[src/rtl/force_sweep_pkg.sv]
// force_sweep_pkg: shared types and helpers for the force-sweep control blocks
//   state_t  - sweep FSM encoding
//   elem_lo  - low bit of element i in a packed N*W bus
package force_sweep_pkg;

    typedef enum logic [1:0] {
        IDLE      = 2'd0,
        FORCING   = 2'd1,
        HELD      = 2'd2,
        RELEASING = 2'd3
    } state_t;

    function automatic int elem_lo(input int i, input int w);
        return i * w;
    endfunction

endpackage

[src/rtl/en_edge_det.sv]
// en_edge_det: registers a level request and decodes its rising/falling edges
//   clk, rst_n - clock, async active-low reset
//   en         - request level
//   rise, fall - single-cycle edge strobes (combinational from en and its register)
module en_edge_det (
    input  logic clk,
    input  logic rst_n,
    input  logic en,
    output logic rise,
    output logic fall
);

    logic en_q;

    always_ff @(posedge clk or negedge rst_n)
        if (!rst_n) en_q <= 1'b0;
        else        en_q <= en;

    assign rise = en & ~en_q;
    assign fall = ~en & en_q;

endmodule

[src/rtl/force_sweep_ctrl.sv]
// force_sweep_ctrl: sequences force/release of an N-element array port, one element per clock
//   clk, rst_n - clock, async active-low reset
//   en         - force request level; rise starts a force sweep, fall a release sweep
//   i_a        - force value, captured when a force sweep starts
//   d_in       - normal per-element drive, element i at [i*W +: W]
//   o_a        - resolved per-element value
//   force_mask - bit i set while element i is forced
//   busy       - sweep in progress
//   done       - one-cycle pulse at the end of each sweep
module force_sweep_ctrl
    import force_sweep_pkg::*;
#(
    parameter int N  = 8,
    parameter int W  = 1,
    parameter int IW = $clog2(N)
) (
    input  logic           clk,
    input  logic           rst_n,
    input  logic           en,
    input  logic [W-1:0]   i_a,
    input  logic [N*W-1:0] d_in,
    output logic [N*W-1:0] o_a,
    output logic [N-1:0]   force_mask,
    output logic           busy,
    output logic           done
);

    state_t        state, state_d;
    logic [IW-1:0] idx, idx_d;
    logic [W-1:0]  fv, fv_d;
    logic [N-1:0]  mask_d;
    logic          pend, pend_d, done_d, rise, fall, last;

    en_edge_det u_edge (
        .clk  (clk),
        .rst_n(rst_n),
        .en   (en),
        .rise (rise),
        .fall (fall)
    );

    always_ff @(posedge clk or negedge rst_n)
        if (!rst_n) begin
            state      <= IDLE;
            idx        <= '0;
            fv         <= '0;
            pend       <= 1'b0;
            force_mask <= '0;
            done       <= 1'b0;
        end else begin
            state      <= state_d;
            idx        <= idx_d;
            fv         <= fv_d;
            pend       <= pend_d;
            force_mask <= mask_d;
            done       <= done_d;
        end

    assign last = idx == IW'(N - 1);

    // A rise during a release (or a glitch into HELD) is remembered and replayed
    // from IDLE, so a release always finishes before the next force begins.
    always_comb begin
        state_d = state;
        idx_d   = idx;
        fv_d    = fv;
        mask_d  = force_mask;
        done_d  = 1'b0;
        pend_d  = fall ? 1'b0 : (rise && (state == HELD || state == RELEASING)) ? 1'b1 : pend;
        case (state)
            IDLE:
                if (rise || (pend && en)) begin
                    fv_d    = i_a;
                    idx_d   = '0;
                    pend_d  = 1'b0;
                    state_d = FORCING;
                end
            FORCING:
                if (fall) begin
                    idx_d   = '0;
                    state_d = RELEASING;
                end else begin
                    mask_d[idx] = 1'b1;
                    done_d      = last;
                    state_d     = last ? HELD : FORCING;
                    idx_d       = last ? idx : idx + 1'b1;
                end
            HELD:
                if (fall) begin
                    idx_d   = '0;
                    state_d = RELEASING;
                end
            RELEASING: begin
                mask_d[idx] = 1'b0;
                done_d      = last;
                state_d     = last ? IDLE : RELEASING;
                idx_d       = last ? idx : idx + 1'b1;
            end
        endcase
    end

    always_comb busy = (state == FORCING) || (state == RELEASING);

    for (genvar i = 0; i < N; i++) begin : g_mux
        assign o_a[elem_lo(i, W) +: W] = force_mask[i] ? fv : d_in[elem_lo(i, W) +: W];
    end

endmodule

[config.mk]
export PLATFORM = sky130hd
export DESIGN_NAME = force_sweep_ctrl
export DESIGN_NICKNAME = d
export VERILOG_FILES = /design/src/rtl/force_sweep_pkg.sv /design/src/rtl/en_edge_det.sv /design/src/rtl/force_sweep_ctrl.sv
export SDC_FILE = /design/constraint.sdc
export NUM_CORES = 1
export LEC_CHECK = 0
export CAP_MARGIN = 10
export CORE_MARGIN = 1.5
export CORE_UTILIZATION = 40
export CTS_CLUSTER_SIZE = 28
export DETAILED_ROUTE_END_ITERATION = 16
export GPL_TIMING_DRIVEN = 0
export PLACE_DENSITY_LB_ADDON = 0.3
export RECOVER_POWER = 50
export SLEW_MARGIN = 15
export SYNTH_ARGS = -nofsm -noshare
export SYNTH_HDL_FRONTEND = slang
export SYNTH_SLANG_ARGS = --single-unit
export TNS_END_PERCENT = 10
[constraint.sdc]
create_clock -name clk -period 3 [get_ports clk]
set_input_delay 0.6 -clock clk [delete_from_list [all_inputs] [get_ports clk]]
set_output_delay 0.6 -clock clk [all_outputs]
set_load 0.05 [all_outputs]
Word-level counts from Yosys, hierarchy flattened
Index checks and enable logic that the tools add are counted.

word-level totals
  register bits after elaboration = 17
  input bits = 12

cells by class
  $add $sub $neg = 1
  $lt $le $gt $ge = 2
  eq/ne operators = 7
  multiplexer cells = 29
  bitwise logic cells = 7
  reduce and logical (&&, ||, !) cells = 11

operators by type and width
  cell                 count
  $pmux 8 s2           1
  $mux 1               14
  $mux 3               4
  $pmux 3 s4           1
  $mux 2               5
  $and 8x8->8          1
  $mux 8               1
  $not 8->8            1
  $or 8x8->8           1
  $pmux 2 s4           1
  $ne 2x2->1 const B   3
  $reduce_and 2->1     3
  $eq 2x2->1 const B   2
  $lt 3x4->1 const B   1
  $add 3x1->3 const B  1
  $demux 1 s3          1
  $eq 3x3->1 const B   1
  $ge 3x1->1 const B   1
  $logic_and 1x1->1    3
  $logic_or 1x1->1     3
  $and 1x1->1          2
  $eq 2x1->1 const B   1
  $logic_not 2->1      1
  $not 1->1            2
  2 further kinds      2

Logic depth before layout (Yosys ltp)
Gate-level depths: netlist (run 1).

  depth after elaboration = 7
  gate-level depth with buffers = 4
  depth with buffers taken out = 4

Cells and area by module
From an unflattened synthesis (run 1), not the netlist that was laid out.

second synthesis, totals
  cells, all modules = 84
  area, all modules = 967.2 µm²

by module, submodules not included
  module            instances  cells each  area each (µm²)  seq. area each (µm²)
  force_sweep_ctrl  1          81          927.1            400.4
  en_edge_det       1          3           40.0             25.0

Worst setup path before layout (run 1)
OpenSTA, ideal clock, no wires.

  path type = register -> output
  from = register (tool-made name)
  to = output o_a[0]
  arrival time = 1.141 ns
  slack = 1.259 ns
  cell stages (with the launch flop) = 2
  buffers on the path = 0
  path through = dfrtp_1 -> mux2_2

RTL lines
  element        RTL line                RTL
  end, declared  force_sweep_ctrl.sv:22  output logic [N*W-1:0] o_a,

Final worst setup path (run 1)
  from = input d_in[6]
  to = output o_a[6]

between the ends
  word-level cells in the longest chain between the ends = 1

ends and longest elaborated chain
  element          RTL line                 RTL
  start, declared  force_sweep_ctrl.sv:21   input logic [N*W-1:0] d_in,
  $mux 1           force_sweep_ctrl.sv:105  assign o_a[elem_lo(i, W) +: W] = force_mask[i] ? fv : d_in[elem_lo(i, W) +: W];

Every way passes these cells.

==> results.yml, run 1 <==
grt:
  grt_max_degree: 18
  grt_pass1_vias: 783
  grt_overflow: 0
  grt_pass1_wl_um: 3620
  grt_usage_pct: 18.0
  antenna_found_initial: 0
critical_path:
  cp-end-kind: "primary output"
  crit_chain: "clkdlybuf4s50_1 > mux2_2 > clkdlybuf4s50_1"
  r2r_setup_slack_ns: 1.52
  r2r-start: "state[1]$_DFFE_PN0P_"
  cp_data_arrival_time_ns: 1.99
  cp-start-kind: "input port"
  worstPathRequired_ns: 2.40
  path_delay_family: "buffers and inverters"
  regToRegEndpoint: "idx[2]$_DFFE_PN0P_"
  critPathBufInv: 2
  cp_max_fo: 1
  worst_r2r_path_depth: 4
  crit_path_max_incr_delay_ns: 0.79
  cpMaxStageDelayCell: "clkdlybuf4s50_1"
  setup.worst_path.end: "o_a[6]"
  crit_type: "in -> out"
  worstSetupPathDepth: 3
  cp-startpoint: "d_in[6]"
  crit_top_cell: "clkdlybuf4s50_1"
timing:
  worst_pin_slew_ns: 0.739
  slew_headroom_pct: 50.6
  drv_slew: 0
  tns_ns: 0
  setup_viol: 0
  clock-skew-final_ns: 0.00245
  finalHoldViolCount: 0
  fin_crit_sh_pct: 86.4
  grt_setup_unrepaired: "no"
  min_period_ns: 2.59
  hold_slack_ns: 0.539
  fmax_mhz: 386
clocking:
  clkLatencyLatePin_ns: 0.28
  post_cts_resize_count: 0
  tritoncts: "yes"
  cts-root-buf: "clkbuf_4"
  cts_sinks: 17
  cts_hold_buf: 0
  cts_buffer_depth: 2
  postCtsSetupRepairBufs: 0
  htreeDepth: 1
  cts_inserted_buffers: 3
  clkTransAtPathRegs_ns: 0.09
logic_synthesis:
  ys_warn_count: 0
  synth_seq_cells: 17
  synthesis.nets: 100
  synth_cell_types: 32
  ys_seq_area_share_pct: 45.5
  netlist_instances: 87
  synthesis.area_um2: 935
  synth_edf_count: 0
  yosys_most_used_dff: "dfrtp_1"
  synthArstFlopShare_pct: 100
  avgSynthCellArea_um2: 10.7
layout:
  seqCellArea_um2: 425
  n_fill_cell: 193
  drive_above_1_share_pct: 15.0
  syn_to_final_growth_pct: 36.5
  fin_area_mm2: 0.00128
  diodes: 0
  fin_cells: 148
  nets: 134
  multi_input_area_um2: 454
detailed_routing:
  drc_errors: 0
  antenna_left: 0
  drt_iter0_drc: 7
  viasPerCell: 5.39
  vias: 797
  top_layer: "met3"
  wl_met2_um: 942
  wl_per_cell_um: 13.4
  drt-pass1-iter-count: 2
  wl_um: 1990
  drt-met1-wl_um: 921
  wl_met3_um: 125
die:
  die_area_mm2: 0.00264
  die_w_um: 51.3
  rows: 17
  initial_utilization_pct: 42.3
  ioPinCount: 30
  die_h_um: 51.3
  core_area_mm2: 0.00221
status:
  status: "finished, final reports clean"
hold_path:
  hold_path_class: "reg -> reg"
place:
  port_buffers: 29
  dp_cells: 144
  gp_congestion: 0.799
  place_area_mm2: 0.00126
  hpwl_um: 1460
flow_run:
  cap_violations: 0
kinds of logic after synthesis:
group,synth area share [%]
AOI/OAI and AO/OA,17.9
and+or+nand+nor,16.6
DFF,45.5
buffers and inverters,5.62
muxes,12.0
xor gates and xnor gates,0.937
adders and majority gates,1.34
layout make-up:
type	instances	share of cell area, %
buffer	8	2.65
clock buffer	4	2.06
inverter	3	0.882
tap	28	2.75
timing repair buffer	29	22.7
multi-input combinational	59	35.6
sequential	17	33.3
layout by cell type, fill, tap and decap left out, types with 2 or more instances in the layout:
cell type	n
a21oi_1	8
clkdlybuf4s50_1	27
nand2b_1	2
nor2_1	4
and4bb_2	2
buf_2	3
clkbuf_4	3
dlygate4sd3_1	2
a21boi_0	2
and4b_1	3
clkbuf_1	6
mux2_2	9
a22o_1	2
inv_1	3
nand2_1	3
dfrtp_1	17
a31oi_1	8
through the flow:
stage / worst slack [ns] / utilization (%)
after CTS: 0.397 / 58.1
after floorplan: 1.26 / -
after global routing: 0.374 / 57.7
final: 0.407 / 57.7
after detailed placement: 0.405 / 57.0
after global placement: 0.426 / 57.0
layer usage:
layer | GRT usage, % | up-vias
met5 | 0 | -
met4 | 2.63 | 0
met2 | 29.7 | 22
li1 | - | 394
met3 | 5.56 | 0
met1 | 23.8 | 381
worst register-to-register path, stage by stage, from the launching register on:
cell      delay [ns]
dfrtp_1         0.42
or3b_1          0.40
clkbuf_1        0.24
a31oi_1         0.25
a21oi_1         0.06
worst min-delay path by stage:
stage | startpoint | to | slack [ns] | cells past startpoint
4_1_cts | pend$_DFF_PN0_ | pend$_DFF_PN0_ | 0.54 | 1
6_report | pend$_DFF_PN0_ | pend$_DFF_PN0_ | 0.54 | 1
3_3_place_gp | pend$_DFF_PN0_ | pend$_DFF_PN0_ | 0.50 | 1
5_1_grt | pend$_DFF_PN0_ | pend$_DFF_PN0_ | 0.60 | 1
2_1_floorplan | rst_n | async pin | 0.30 | 0
3_5_place_dp | pend$_DFF_PN0_ | pend$_DFF_PN0_ | 0.51 | 1
cells in the mapped netlist (2+ instances only):
cell type | instances | area, um2
dfrtp_1 | 17 | 425
clkbuf_1 | 4 | 15.0
nand2_1 | 2 | 7.51
and4bb_2 | 2 | 25.0
buf_2 | 3 | 15.0
mux2_2 | 9 | 101
nor2_1 | 4 | 15.0
a31oi_1 | 8 | 50.1
nand2b_1 | 2 | 12.5
a22o_1 | 2 | 17.5
inv_1 | 3 | 11.3
and4b_1 | 3 | 30.0
a21boi_0 | 2 | 15.0
a21oi_1 | 8 | 40.0
Power of run 1 is left out: the tool's default activity adds up to more than one toggle a clock period on the data nets, which glitch-free logic cannot reach.
==> run 2: changes to the inputs <==
--- a/config.mk
+++ b/config.mk
@@ -8,3 +8,3 @@
 export CAP_MARGIN = 10
-export CORE_MARGIN = 1.5
+export CORE_MARGIN = 2
 export CORE_UTILIZATION = 40
==> constraint.sdc (replaced) <==
create_clock -name clk -period 3 [get_ports clk]
set_input_delay 0.9 -clock clk [delete_from_list [all_inputs] [get_ports clk]]
set_output_delay 0.9 -clock clk [all_outputs]
set_load 0.05 [all_outputs]
==> run 2 against run 1 <==
  * Clock skew is 0.0025 ns higher
  * Sequential cell count stayed put
  * Count of clock-buffer cells in the layout did not move
  * Critical path depth stayed put
  * Hold slack better by 0.0037 ns
  * Non-clock buffer count is the same
  * Register-to-register slack barely moved
  * Setup slack worse by 0.32 ns
  * Global-route usage down 0.77 points
  * Utilization fell by 0.45 points
  * Highest routed layer is now met4
==> results.yml, run 2 (synthesis gave the netlist of run 1 again) <==
layout:
  layout_commonest_cell: "clkdlybuf4s50_1"
  nets: 134
  layout_common_cells: "19 x clkdlybuf4s50_1, 17 x dfrtp_1, 9 x mux2_2"
  fin_cells: 148
  syn_to_final_growth_pct: 35.5
  seqCellArea_um2: 425
  drive_above_1_share_pct: 15.0
  diodes: 0
  multi_input_area_um2: 454
  n_fill_cell: 210
hold_path:
  hp-start: "pend$_DFF_PN0_"
  min_to: "pend$_DFF_PN0_"
  hold_path_class: "reg -> reg"
  holdPathStages: 1
detailed_routing:
  viasPerCell: 5.41
  wl_um: 2070
  drt-pass1-iter-count: 4
  drc_errors: 0
  drt_iter0_drc: 7
  vias: 800
  wl_per_cell_um: 14.0
  antenna_left: 0
timing:
  fin_crit_sh_pct: 97.0
  grt_setup_unrepaired: "no"
  worst_pin_slew_ns: 0.752
  min_period_ns: 2.91
  clock-skew-final_ns: 0.00494
  finalHoldViolCount: 0
  fmax_mhz: 343
  slew_headroom_pct: 49.7
  drv_slew: 0
  setup_viol: 0
grt:
  grt_max_degree: 18
  grt_usage_pct: 17.2
  grt_pass1_vias: 783
  grt_pass1_wl_um: 3480
  grt_overflow: 0
  antenna_found_initial: 0
die:
  rows: 17
  ioPinCount: 30
  die_w_um: 52.3
  core_area_mm2: 0.00221
  die_h_um: 52.3
  initial_utilization_pct: 42.3
  die_area_mm2: 0.00274
clocking:
  tritoncts: "yes"
  clkLatencyLatePin_ns: 0.29
  cts-root-buf: "clkbuf_4"
  clkTransAtPathRegs_ns: 0.09
  postCtsSetupRepairBufs: 0
  post_cts_resize_count: 8
  cts_inserted_buffers: 3
  cts_hold_buf: 0
  htreeDepth: 1
  cts_sinks: 17
  cts_buffer_depth: 2
critical_path:
  r2r-start: "state[1]$_DFFE_PN0P_"
  crit_path_max_incr_delay_ns: 0.52
  worst_r2r_path_depth: 4
  cp_max_fo: 1
  crit_chain: "clkdlybuf4s50_1 > mux2_2 > dlygate4sd2_1"
  crit_type: "in -> out"
  cp-start-kind: "input port"
  cpMaxStageDelayCell: "dlygate4sd2_1"
  worstPathRequired_ns: 2.10
  r2r_setup_slack_ns: 1.53
  cp-end-kind: "primary output"
  regToRegEndpoint: "idx[2]$_DFFE_PN0P_"
  cp_data_arrival_time_ns: 2.01
flow_run:
  cap_violations: 0
place:
  dp_cells: 144
  gp_congestion: 0.787
  hpwl_um: 1500
  port_buffers: 29
status:
  status: "finished, final reports clean"
==> run 2: cell types whose count changed in the layout (fill, tap and decap cells not counted) <==
| cell | before | now |
|---|---|---|
| clkdlybuf4s50_1 | 27 | 19 |
| dlygate4sd2_1 | 0 | 8 |
==> run 2: per-stage QoR <==
step	setup TNS (ns)	cell area [um2]	utilization [%]	hold slack (ns)	setup WS, ns
global placement	-1.37	1260	57.0	0.505	-0.175
finish	0	1270	57.2	0.543	0.0887
CTS	0	1280	57.7	0.549	0.0801
detailed placement	-1.44	1260	57.0	0.513	-0.189
floorplan	0	935	-	0.480	0.829
global route	0	1270	57.2	0.588	0.0521
==> run 2: layer usage <==
metal	vias up	GRT usage, %	part of all wire (%)
li1	394	-	-
met1	376	22.0	46
met2	25	27.3	46
met3	5	4.29	6.2
met4	0	7.69	1.6
met5	-	0	0
==> run 2: cell type report <==
class                           count  area share (%)
Inverter                            3           0.889
Tap cell                           28            2.77
Buffer                              8            2.67
Multi-Input combinational cell     59            35.9
Sequential cell                    17            33.6
Timing Repair Buffer               29            22.1
Clock buffer                        4            2.08
==> run 2: how the worst max path moves through the flow <==
stage	cells past startpoint	from	slack, ns	endpoint
6_report	3	d_in[6]	0.09	o_a[6]
3_3_place_gp	3	d_in[1]	-0.17	o_a[1]
3_5_place_dp	3	d_in[6]	-0.19	o_a[6]
5_1_grt	3	d_in[1]	0.05	o_a[1]
4_1_cts	3	d_in[6]	0.08	o_a[6]
2_1_floorplan	1	d_in[0]	0.83	o_a[0]
==> run 2: worst max-delay path, delay by kind of cell <==
family	cells	cell delay (ns)
buffers and inverters	2	0.97
multiplexers	1	0.13
Power of run 2 is left out for the same reason.
